File: config.mk
export PLATFORM = sky130hd
export DESIGN_NAME = pipe_field_engine
export DESIGN_NICKNAME = d
export VERILOG_FILES = /design/src/rtl/pipe_field_engine.sv
export SDC_FILE = /design/constraint.sdc
export NUM_CORES = 1
export LEC_CHECK = 0
export ABC_CLOCK_PERIOD_IN_PS = 6210
export CAP_MARGIN = 10
export CORE_ASPECT_RATIO = 2
export CORE_MARGIN = 3
export CORE_UTILIZATION = 39
export DETAILED_ROUTE_END_ITERATION = 8
export RECOVER_POWER = 50
export SETUP_SLACK_MARGIN = 0.05
export SLEW_MARGIN = 20
export SYNTH_ARGS = -nofsm -noshare
export SYNTH_HDL_FRONTEND = slang
export SYNTH_SLANG_ARGS = --single-unit
File: constraint.sdc
create_clock -name clk -period 6.21 [get_ports clk]
set_clock_uncertainty 0.05 [all_clocks]
set_input_delay 0.621 -clock clk [delete_from_list [all_inputs] [get_ports clk]]
set_output_delay 0.621 -clock clk [all_outputs]
set_load 0.03 [all_outputs]
File: src/rtl/pipe_field_engine.sv
// Scrolling pipe field for the Flappy VGA game: LFSR-gapped pipes, pixel coverage, collisions, score.
// Optional FLAPPY_SPEED_RAMP_EN adds score[15:3] to the base scroll speed before the clamp.
module pipe_field_engine #(
  parameter int unsigned NUM_PIPES     = 4,
  parameter int unsigned PIPE_WIDTH    = 50,
  parameter int unsigned GAP_HEIGHT    = 100,
  parameter int unsigned GAP_MIN       = 40,
  parameter int unsigned PIPE_SPACING  = 160,
  parameter int unsigned SCREEN_WIDTH  = 640,
  parameter int unsigned SCREEN_HEIGHT = 480,
  parameter int unsigned BIRD_SIZE     = 30,
  parameter int unsigned SPEED_MAX     = 7,
  parameter logic [15:0] LFSR_SEED     = 16'hACE1
) (
  input  logic        clk,
  input  logic        reset,
  input  logic        frame_tick,
  input  logic        start,
  input  logic [2:0]  speed,
  input  logic [9:0]  x,
  input  logic [8:0]  y,
  input  logic [9:0]  bird_x,
  input  logic [8:0]  bird_y,
  output logic        pipe_pixel,
  output logic [1:0]  game_state,
  output logic [15:0] score,
  output logic        pipe_passed
);

  typedef enum logic [1:0] {StIdle = 2'd0, StRun = 2'd1, StDead = 2'd2} state_e;

  state_e                       state_q, state_d;
  logic [15:0]                  lfsr_q, lfsr_d;
  logic                         start_q;
  logic [NUM_PIPES-1:0][10:0]   r_q, r_d;
  logic [NUM_PIPES-1:0][8:0]    gap_q, gap_d;
  logic [15:0]                  score_q, score_d;
  logic                         passed_q, passed_d;
  logic                         pix_q, pix_d;
  logic                         start_rise;
  logic [NUM_PIPES-1:0]         hit;
  logic [16:0]                  speed_sum;
  logic [10:0]                  s;
  logic [10:0]                  bird_x_end;
  logic [9:0]                   bird_y_end;
  logic                         in_box, pipe_hit, floor_hit, pass;

  function automatic logic [10:0] init_r(int unsigned i);
    return 11'(SCREEN_WIDTH + PIPE_WIDTH + i * PIPE_SPACING);
  endfunction

  function automatic logic [8:0] init_gap(int unsigned i);
    return 9'(GAP_MIN + 32 * i);
  endfunction

  assign start_rise = start & ~start_q;

`ifdef FLAPPY_SPEED_RAMP_EN
  assign speed_sum = 17'(speed) + 17'(score_q[15:3]);
`else
  assign speed_sum = 17'(speed);
`endif
  assign s = (speed_sum > 17'(SPEED_MAX)) ? 11'(SPEED_MAX) : speed_sum[10:0];

  always_comb begin
    hit = '0;
    for (int i = 0; i < NUM_PIPES; i++) begin
      hit[i] = ({1'b0, x} < r_q[i]) && (({1'b0, x} + 11'(PIPE_WIDTH)) >= r_q[i]) &&
               (({1'b0, y} < {1'b0, gap_q[i]}) ||
                ({1'b0, y} >= ({1'b0, gap_q[i]} + 10'(GAP_HEIGHT))));
    end
  end

  assign bird_x_end = {1'b0, bird_x} + 11'(BIRD_SIZE);
  assign bird_y_end = {1'b0, bird_y} + 10'(BIRD_SIZE);
  assign in_box     = (x >= bird_x) && ({1'b0, x} <= bird_x_end) &&
                      (y >= bird_y) && ({1'b0, y} <= bird_y_end);
  assign pipe_hit   = (|hit) && in_box;
  assign floor_hit  = frame_tick && (bird_y_end >= 10'(SCREEN_HEIGHT - 1));

  always_comb begin
    state_d  = state_q;
    lfsr_d   = {1'b0, lfsr_q[15:1]} ^ (lfsr_q[0] ? 16'hB400 : 16'h0000);
    r_d      = r_q;
    gap_d    = gap_q;
    score_d  = score_q;
    passed_d = 1'b0;
    pix_d    = |hit;
    pass     = 1'b0;
    unique case (state_q)
      StIdle: if (start_rise) state_d = StRun;
      StRun: begin
        // A collision in a tick cycle freezes the pipes and drops that tick's pass.
        if (pipe_hit || floor_hit) begin
          state_d = StDead;
        end else if (frame_tick) begin
          for (int i = 0; i < NUM_PIPES; i++) begin
            if (r_q[i] <= s) begin
              r_d[i]   = r_q[i] - s + 11'(NUM_PIPES * PIPE_SPACING);
              gap_d[i] = 9'(GAP_MIN) + 9'(lfsr_q[7:0]);
            end else begin
              r_d[i] = r_q[i] - s;
            end
            if ((r_q[i] > {1'b0, bird_x}) && (r_d[i] <= {1'b0, bird_x})) pass = 1'b1;
          end
          if (pass && (score_q != 16'hFFFF)) begin
            score_d  = score_q + 16'd1;
            passed_d = 1'b1;
          end
        end
      end
      StDead: begin
        if (start_rise) begin
          state_d = StIdle;
          lfsr_d  = LFSR_SEED;
          score_d = '0;
          pix_d   = 1'b0;
          for (int i = 0; i < NUM_PIPES; i++) begin
            r_d[i]   = init_r(i);
            gap_d[i] = init_gap(i);
          end
        end
      end
      default: state_d = StIdle;
    endcase
  end

  always_ff @(posedge clk) begin
    if (reset) begin
      state_q  <= StIdle;
      lfsr_q   <= LFSR_SEED;
      start_q  <= 1'b0;
      score_q  <= '0;
      passed_q <= 1'b0;
      pix_q    <= 1'b0;
      for (int i = 0; i < NUM_PIPES; i++) begin
        r_q[i]   <= init_r(i);
        gap_q[i] <= init_gap(i);
      end
    end else begin
      state_q  <= state_d;
      lfsr_q   <= lfsr_d;
      start_q  <= start;
      score_q  <= score_d;
      passed_q <= passed_d;
      pix_q    <= pix_d;
      r_q      <= r_d;
      gap_q    <= gap_d;
    end
  end

  assign pipe_pixel  = pix_q;
  assign game_state  = state_q;
  assign score       = score_q;
  assign pipe_passed = passed_q;

endmodule

==> qor.txt, run 1 <==
Status: complete, but fails checks
Failing checks: max-capacitance violations, max-slew violations
Seq cells post-synth: 117
Clk root buf: clkbuf_16
N_diodes: 0
Slew @ Worst Pin: 2.81 ns
Die span in x: 133 µm
Max Clock Freq: 172 MHz
Router iterations before antenna repair: 5
Synth area leader: ha_1
Endpoint class of the critical path: flop
Mean post-synth cell area: 8.17 µm²
IO Pins: 65
First-pass GRT wire length: 65000 µm
RSZ-0062 raised after global routing: false
Row count: 92
Post-Place Cells: 2003
Detail Route Antenna Nets: 0
CTS HTree Levels: 4
DR vias/cell: 5.89
Hold-fix buffers, CTS: 0
Synth unique cells: 71
Yosys Warn Count: 0
Die Height: 260 µm
P per Cell Area: 179 nW/µm²
Synthesized cell area: 12600 µm²
CTS sink cnt: 117
Crit-path max FO: 9
Final instance area: 14300 µm²
Starting Density: 39.7%
Ys flop type: dfxtp_1
DP Worst Slack: 0.378 ns
DPL Wire Length: 33000 µm
Setup violators final: 0
Clock-pin slew on the worst setup and hold paths: 0.06 ns
Switch share: 32.3%
Worst-Skew Late Latency: 0.43 ns
PortBufs: 64
Static Leak: 0.00648 µW
Vias: 11976
Post_cts resized: 0
Max Slew Vio Count: 116
Vias in the first global route: 12080
Post-placement cell area: 13700 µm²
Hold Violations, Final: 0
CTS tree: yes
CTS max path bufs: 2
Share of cells above drive strength 1: 4.84%
Gate power share: 28.0%
WL/cell: 21.0 µm
Total global routing overflow: 0
Clk pwr share: 40.6%
Final worst path period share: 93.7%
Net Count, Synth: 1874
Synth top area share: 28.3%
VDD IR max: 195 µV
Total Wirelength: 42700 µm
GPL Wtd Cong: 0.945
Syn-to-layout area delta: 13.9%
Drt initial violations: 578
GRT Util Overall: 24.4%
Initial antenna violation count: 0
Sequential power share: 31.5%
Post-synthesis async set-or-reset flop share: 0%
Slew margin rel.: -87.4%
Min Hold Slack: 0.359 ns
Worst EP arrival: 6.08 ns
Post-Layout Cell Count: 2033
P_int: 1740 µW
Postcts setup bufs: 0
Sw Pwr: 832 µW
Max cap viols: 3
Worst Setup Slack, final: 0.392 ns
Core Region: 31700 µm²
Synth Instances: 1540
Hold WC Path Type: flop to flop
Final Critical Period: 5.82 ns
DRC: 0
Largest net degree at the start of global routing: 55
Nets: 1933
Type of element launching the critical path: primary input
Crit Path Category: primary input to flop
Area contributors post-synth: ha_1 (28%), dfxtp_1 (19%), a21oi_1 (5.2%)
Die Footprint: 34600 µm²
CP Data Required Time: 6.47 ns
CTS Buf Count: 17
Sequential area share after synthesis: 18.6%
Post-synth EDFFs: 0
Setup_tns: 0 ns
-- cells in the mapped netlist, types with 6 or more instances --
master / count
o211ai_1: 20
o21a_1: 9
xnor2_1: 69
a211oi_1: 13
and3_1: 25
clkbuf_1: 36
nand3_1: 73
xor2_1: 9
o31ai_1: 17
or4_1: 18
inv_1: 118
inv_2: 7
nand2_1: 79
and4_1: 7
nand4b_1: 6
nor3_1: 73
nor4_1: 13
mux2_2: 6
mux2_1: 6
nor2_1: 85
a21o_1: 23
ha_1: 285
o21bai_1: 8
or3_1: 19
nor2b_1: 15
buf_2: 7
nand4_1: 18
mux2i_1: 33
a211o_1: 12
dfxtp_1: 117
a2111oi_0: 7
a21oi_1: 131
o21ai_1: 32
o21ai_0: 42
nand2b_1: 22
-- worst max-delay path: stages --
cell and delay, ns:
dlygate4sd3_1 0.63, ha_1 0.26, a21oi_1 0.22, xor2_1 0.56, ha_1 0.36, nand3_1 0.10
a21oi_1 0.04, o311ai_0 0.35, a32oi_1 0.24, a2111oi_0 1.18, o211a_1 0.31, o21ai_0 0.61
mux2_1 0.58
-- flip-flops by register name (all words and copies together), names as in the netlist --
signal and flops:
r_q 44, gap_q 36, lfsr_q 16, score 16
game_state 2, pipe_passed 1, pipe_pixel 1, start_q 1
-- power by group through the flow --
stage / logic [µW] / clock network, µW / registers, µW
3_5_place_dp: 720 / 0 / 825
6_report: 719 / 1040 / 809
2_1_floorplan: 483 / 0 / 817
5_1_grt: 811 / 1090 / 812
4_1_cts: 725 / 1060 / 809
3_3_place_gp: 702 / 0 / 825
-- layer usage --
metal  GRT usage, %  vias to the layer above  wire, µm
li1               -                     5797         -
met1           23.0                     5678     14600
met2           45.7                      336     22300
met3           2.21                      165      1310
met4           21.8                        0      4410
met5              0                        -         0
-- cell usage in the layout, fill, tap and decap left out, drive strengths merged, types with 5 or more instances in the layout --
master and instances:
nand4b 6, o221ai 5, or3 19, nor4 13, nand2b 22, o22ai 5
mux2i 33, a31oi 5, o31ai 17, dlygate4sd3 21, and4 7, nand3 73
xor2 9, mux2 13, or4 21, nor2b 15, nor3 73, nand2 79
nand3b 5, a2111oi 8, o211ai 20, a211o 12, dfxtp 117, xnor2 69
a21o 23, clkdlybuf4s50 42, nand4 18, and3 25, clkbuf 20, o21a 9
inv 126, ha 285, nor2 85, a211oi 13, a21oi 132, o21ai 76
buf 24, clkinv 6, o21bai 8
-- stage by stage --
step,power (µW),util (%)
finish,2570,45.3
global route,2720,45.3
CTS,2590,45.3
detailed placement,1550,43.4
global placement,1530,43.4
floorplan,1300,-
-- worst paths after layout --
check	startpoint	to	slack (ns)	depth (start not counted)
worst min register to register	lfsr_q[12]	lfsr_q[11]	0.36	1
worst max-delay path	x[1]	gap_q[26]	0.39	13
worst max register to register	gap_q[29]	gap_q[26]	1.04	13
worst min-delay path	lfsr_q[12]	lfsr_q[11]	0.36	1
-- logic make-up (layout without fill, tap and decap cells) --
family,after synthesis,in the layout,share of synthesized area [%]
AOI/OAI and AO/OA,363,363,18.2
DFF,117,117,18.6
adders and majority gates,289,289,29.0
muxes,46,46,3.82
and+or+nand+nor,471,471,19.4
buffers and inverters,176,246,5.50
xor gates and xnor gates,78,78,5.43
-- area by class of cell --
type,count,area [µm²]
clock buffer,17,425
clock inverter,13,184
fill,3135,17300
inverter,126,473
multi-input combinational,1247,9560
sequential,117,2340
tap,423,529
timing repair buffer,90,820
Power figures use the tool's default switching activity.
==> inputs of run 2 (changes only) <==
--- a/config.mk
+++ b/config.mk
@@ -11,6 +11,7 @@
 export CORE_MARGIN = 3
 export CORE_UTILIZATION = 39
 export DETAILED_ROUTE_END_ITERATION = 8
+export GPL_ROUTABILITY_DRIVEN = 0
 export RECOVER_POWER = 50
 export SETUP_SLACK_MARGIN = 0.05
 export SLEW_MARGIN = 20
==> constraint.sdc (replaced) <==
create_clock -name clk -period 6.21 [get_ports clk]
set_clock_uncertainty 0.05 [all_clocks]
set_input_delay 1.242 -clock clk [delete_from_list [all_inputs] [get_ports clk]]
set_output_delay 1.242 -clock clk [all_outputs]
set_load 0.03 [all_outputs]
==> run 2 against run 1 <==
  * The run still ends with max-capacitance violations, max-slew violations left
  * Utilization rose by 0.83 points
  * Combinational power rose by 4.3%
  * Via count rose by 0.98%
==> qor.txt, run 2 (synthesis results as in run 1) <==
Slew margin rel.: -90.7%
Clk root buf: clkbuf_16
Max reg flops: 44
DPL Wire Length: 33300 µm
P per Cell Area: 172 nW/µm²
Endpoint class of the critical path: flop
Router iterations before antenna repair: 7
Drt initial violations: 563
Sw Pwr: 836 µW
Starting Density: 39.7%
Switch share: 33.2%
# fillers: 3123
Status: complete, but fails checks
Largest net degree at the start of global routing: 56
Most flops, register: r_q
IO Pins: 65
CTS max path bufs: 2
First-pass GRT wire length: 65800 µm
Die Footprint: 34600 µm²
Hold WC Path Type: flop to flop
Sequential power share: 32.2%
Final Critical Period: 5.96 ns
N_diodes: 0
Vias in the first global route: 12232
CTS HTree Levels: 4
Setup violators final: 0
GRT Util Overall: 24.6%
Nets: 1965
Total global routing overflow: 0
Slowest cell delay on critical path: 1.02 ns
Cells along the critical path: clkdlybuf4s50_1 > nand3_1 > nor3b_1 > nor2_1 > xor2_1 > ha_1 > a21o_1 > a21o_1 > a21oi_1 > a222oi_1 > a2111oi_0 > clkbuf_1 > o31ai_4 > or4_1 > a21oi_1
Min Hold Slack: 0.374 ns
Failing checks: max-capacitance violations, max-slew violations
Share of cells above drive strength 1: 6.93%
VDD IR max: 200 µV
Slowest-stage cell, CP: a2111oi_0
Core Region: 31700 µm²
DR WL met2: 22500 µm
Met3 routed WL: 1570 µm
Commonest cells after routing, fill and taps aside: ha_1 (285), a21oi_1 (131), inv_1 (117), dfxtp_1 (117), nor2_1 (84)
CTS sink cnt: 117
Initial antenna violation count: 0
Die span in x: 133 µm
Post-placement cell area: 14000 µm²
Max cap viols: 1
P_int: 1680 µW
Crit Path Category: primary input to flop
Static Leak: 0.00663 µW
Row count: 92
Worst EP arrival: 6.25 ns
Clk pwr share: 38.0%
Top Metal Used: met4
Syn-to-layout area delta: 16.0%
Max Slew Vio Count: 51
WL/cell: 20.8 µm
Largest registers: r_q (44), gap_q (36)
CTS tree: yes
Type of element launching the critical path: primary input
Vias: 12093
Commonest non-fill, non-tap cell in the layout: ha_1
Hold Violations, Final: 0
Die Height: 260 µm
PortBufs: 64
Final instance area: 14600 µm²
Gate power share: 29.8%
RSZ-0062 raised after global routing: false
Slew @ Worst Pin: 2.86 ns
Total Wirelength: 42900 µm
CTS Buf Count: 17
DRC: 0
Power, Total: 2520 µW
Detail Route Antenna Nets: 0
Clock-pin slew on the worst setup and hold paths: 0.06 ns
Crit-path max FO: 29
DR vias/cell: 5.85
Final worst path period share: 96.0%
Setup_tns: 0 ns
Max Clock Freq: 168 MHz
CP Data Required Time: 6.49 ns
Met1 wire length: 14700 µm
Worst-Skew Late Latency: 0.43 ns
run 2: final timing paths:
kind,end,slack [ns],cells past startpoint,startpoint
worst min-delay path,lfsr_q[11],0.37,1,lfsr_q[12]
worst min register to register,lfsr_q[11],0.37,1,lfsr_q[12]
worst max-delay path,score[8],0.25,15,x[2]
worst max register to register,score[8],1.28,21,r_q[33]
run 2: power by group through the flow:
stage	Combinational [µW]	Sequential, µW	Clock (µW)
after floorplan	483	817	0
after global placement	730	826	0
after detailed placement	745	826	0
after CTS	751	810	973
after global routing	842	813	1010
final	750	810	955
run 2: layout make-up:
type / instances / area, µm² / share of cell area (%)
Timing Repair Buffer: 122 / 1110 / 7.61
Clock buffer: 21 / 470 / 3.22
Tap cell: 423 / 529 / 3.63
Sequential cell: 117 / 2340 / 16.1
Clock inverter: 11 / 101 / 0.695
Inverter: 126 / 477 / 3.27
Multi-Input combinational cell: 1247 / 9560 / 65.5
run 2: timing repair:
item                                    CTS  global route
buffers inserted                          0             2
hold buffers                              0             0
resized for setup                         0             2
endpoints found under the setup margin    0             2
run 2: per-layer routing:
| metal | vias up | GRT usage (%) |
|---|---|---|
| met5 | - | 0 |
| met4 | 0 | 20.6 |
| met3 | 179 | 3.31 |
| met2 | 361 | 46.5 |
| met1 | 5682 | 22.8 |
| li1 | 5871 | - |
run 2: worst max-delay path, delay by kind of cell:
family	cells	cell delay, ns
compound gates	7	2.04
simple gates	4	1.27
xor+xnor	1	0.48
buf+inv	2	0.84
fa+ha+maj	1	0.35
run 2: through the flow:
stage	util [%]	cells	worst slack, ns
floorplan	-	1540	0.712
global placement	44.2	2033	0.0949
detailed placement	44.2	2033	-0.0447
CTS	46.0	2065	0.393
global route	46.1	2067	0.0608
finish	46.1	2067	0.247
==> inputs of run 3 (changes only) <==
--- a/config.mk
+++ b/config.mk
@@ -12,6 +12,7 @@
 export CORE_UTILIZATION = 39
 export DETAILED_ROUTE_END_ITERATION = 8
 export GPL_ROUTABILITY_DRIVEN = 0
+export GPL_TIMING_DRIVEN = 0
 export RECOVER_POWER = 50
 export SETUP_SLACK_MARGIN = 0.05
 export SLEW_MARGIN = 20
==> run 3 against run 2 <==
  * The flow now finishes without violations
  * Maximum frequency is 0.40% lower
  * Critical path type unchanged
  * Clock-buffer cell count is 1 lower
  * Wire length is 1.5% higher
  * Sequential share of layout area is 0.18 points higher
  * Highest routed layer unchanged
  * Non-clock buffer count is 4 lower
  * Largest cell class unchanged
  * Cell count is 0.19% lower
==> qor.txt, run 3 (synthesis results as in run 1) <==
Clock-pin slew on the worst setup and hold paths: 0.06 ns
Commonest non-fill, non-tap cell in the layout: ha_1
Die Footprint: 34600 µm²
Setup violators final: 0
Commonest cells after routing, fill and taps aside: ha_1 (283), a21oi_1 (129), dfxtp_1 (117)
Total global routing overflow: 0
IO Pins: 65
Crit Path Category: primary input to flop
# fillers: 3155
Sw Pwr: 842 µW
CTS sink cnt: 117
Drt initial violations: 672
Gate power share: 29.6%
Clk pwr share: 37.9%
Worst EP arrival: 6.24 ns
Post-Layout Cell Count: 2063
DPL Wire Length: 34700 µm
Setup_tns: 0 ns
Vias in the first global route: 12417
Max Slew Vio Count: 0
P per Cell Area: 172 nW/µm²
Max Clock Freq: 167 MHz
PortBufs: 64
Max reg flops: 44
FF-to-FF End: score[2]
Total Wirelength: 43500 µm
Final worst path period share: 96.4%
Final Critical Period: 5.99 ns
Die span in x: 133 µm
GRT Util Overall: 25.1%
Router iterations before antenna repair: 5
Die Height: 260 µm
Static Leak: 0.00647 µW
CTS tree: yes
Nets: 1961
Clk root buf: clkbuf_16
N_diodes: 0
Hold WC Path Type: flop to flop
Sequential power share: 32.5%
Slowest-stage cell, CP: dlygate4sd3_1
RR Startpoint: r_q[33]
Row count: 92
CTS Buf Count: 17
Largest registers: r_q (44), gap_q (36)
Crit-path max FO: 9
CTS HTree Levels: 4
CTS max path bufs: 2
Syn-to-layout area delta: 14.7%
Slew @ Worst Pin: 1.10 ns
CP Data Required Time: 6.46 ns
Vias: 12080
Hold-fix buffers, CTS: 0
WL/cell: 21.1 µm
Worst R2R Setup Slack: 1.06 ns
DR vias/cell: 5.86
Core Region: 31700 µm²
Switch share: 33.8%
Slew margin rel.: 26.3%
Largest net degree at the start of global routing: 17
DRC: 0
RSZ-0062 raised after global routing: true
Max cap viols: 0
Starting Density: 39.7%
Type of element launching the critical path: primary input
Detail Route Antenna Nets: 0
VDD IR max: 168 µV
Critical path origin: x[1]
Most flops, register: r_q
Status: finished, final reports clean
Post-Place Cells: 2027
Reg2Reg Depth: 21
Share of cells above drive strength 1: 5.00%
Post-placement cell area: 13700 µm²
Slowest cell delay on critical path: 0.74 ns
P_int: 1650 µW
CP Capture Point: gap_q[26]
First-pass GRT wire length: 66800 µm
Initial antenna violation count: 0
Hold Violations, Final: 0
Worst-Skew Late Latency: 0.42 ns
Endpoint class of the critical path: flop
Cells along the critical path: dlygate4sd3_1 > ha_1 > a21oi_1 > xor2_1 > ha_1 > nor2b_1 > o311ai_0 > a222oi_1 > a2111oi_4 > o211a_1 > clkbuf_1 > o21ai_0 > clkbuf_1 > mux2_1
Final instance area: 14400 µm²
## run 3: cell types whose count changed in the layout (fill, tap and decap cells not counted), sizes merged
cell	delta
buf	-41
dlygate4sd2	+1
clkbuf	+35
clkdlybuf4s50	-3
clkinvlp	+1
dlygate4sd3	+3
## run 3: final cells by class
| cell class | instances | area (µm²) | share of cell area (%) |
|---|---|---|---|
| plain buffers | 50 | 219 | 1.52 |
| flip-flops and latches | 117 | 2340 | 16.2 |
| multi-input cells | 1247 | 9630 | 66.7 |
| clock buffers | 20 | 457 | 3.17 |
| clock inverters | 12 | 105 | 0.728 |
| inverters | 126 | 477 | 3.30 |
| repair buffers | 68 | 669 | 4.64 |
| well taps | 423 | 529 | 3.67 |
## run 3: timing repair
action / CTS / global route
buffers inserted: 0 / 4
endpoints found under the setup margin: 11 / 67
resized for setup: 2 / 22
## run 3: worst min-delay path by stage
stage | startpoint | to | slack (ns) | cells past startpoint
floorplan | lfsr_q[12] | lfsr_q[11] | 0.34 | 1
finish | lfsr_q[8] | lfsr_q[7] | 0.36 | 1
global route | lfsr_q[8] | lfsr_q[7] | 0.37 | 1
CTS | lfsr_q[8] | lfsr_q[7] | 0.37 | 1
global placement | lfsr_q[8] | lfsr_q[7] | 0.35 | 1
detailed placement | lfsr_q[8] | lfsr_q[7] | 0.36 | 1
## run 3: routing by layer
metal | wire (µm) | global-route usage (%)
met1 | 14600 | 23.3
met2 | 22800 | 47.2
met3 | 1440 | 2.65
met4 | 4700 | 22.7
met5 | 0 | 0
## run 3: worst max-delay path: cells and delay by family
| kind | cells | cell delay, ns |
|---|---|---|
| AOI/OAI and AO/OA | 6 | 1.90 |
| xor gates and xnor gates | 1 | 0.49 |
| adders and majority gates | 2 | 0.67 |
| buffers and inverters | 3 | 1.36 |
| muxes | 1 | 0.43 |
| and+or+nand+nor | 1 | 0.14 |
## run 3: per-stage QoR
| step | setup slack, ns | utilization, % | power [µW] | hold WS, ns |
|---|---|---|---|---|
| after floorplan | 0.712 | - | 1300 | 0.341 |
| final | 0.223 | 45.6 | 2490 | 0.365 |
| after global routing | 0.0223 | 45.6 | 2630 | 0.372 |
| after detailed placement | -0.446 | 43.4 | 1550 | 0.356 |
| after global placement | -0.429 | 43.4 | 1530 | 0.350 |
| after CTS | 0.103 | 45.2 | 2490 | 0.368 |
## run 3: power groups by stage
stage / Sequential, µW / Combinational [µW] / Clock [µW]
floorplan: 817 / 483 / 0
global route: 811 / 832 / 988
finish: 809 / 738 / 942
global placement: 825 / 701 / 0
CTS: 808 / 728 / 953
detailed placement: 825 / 723 / 0
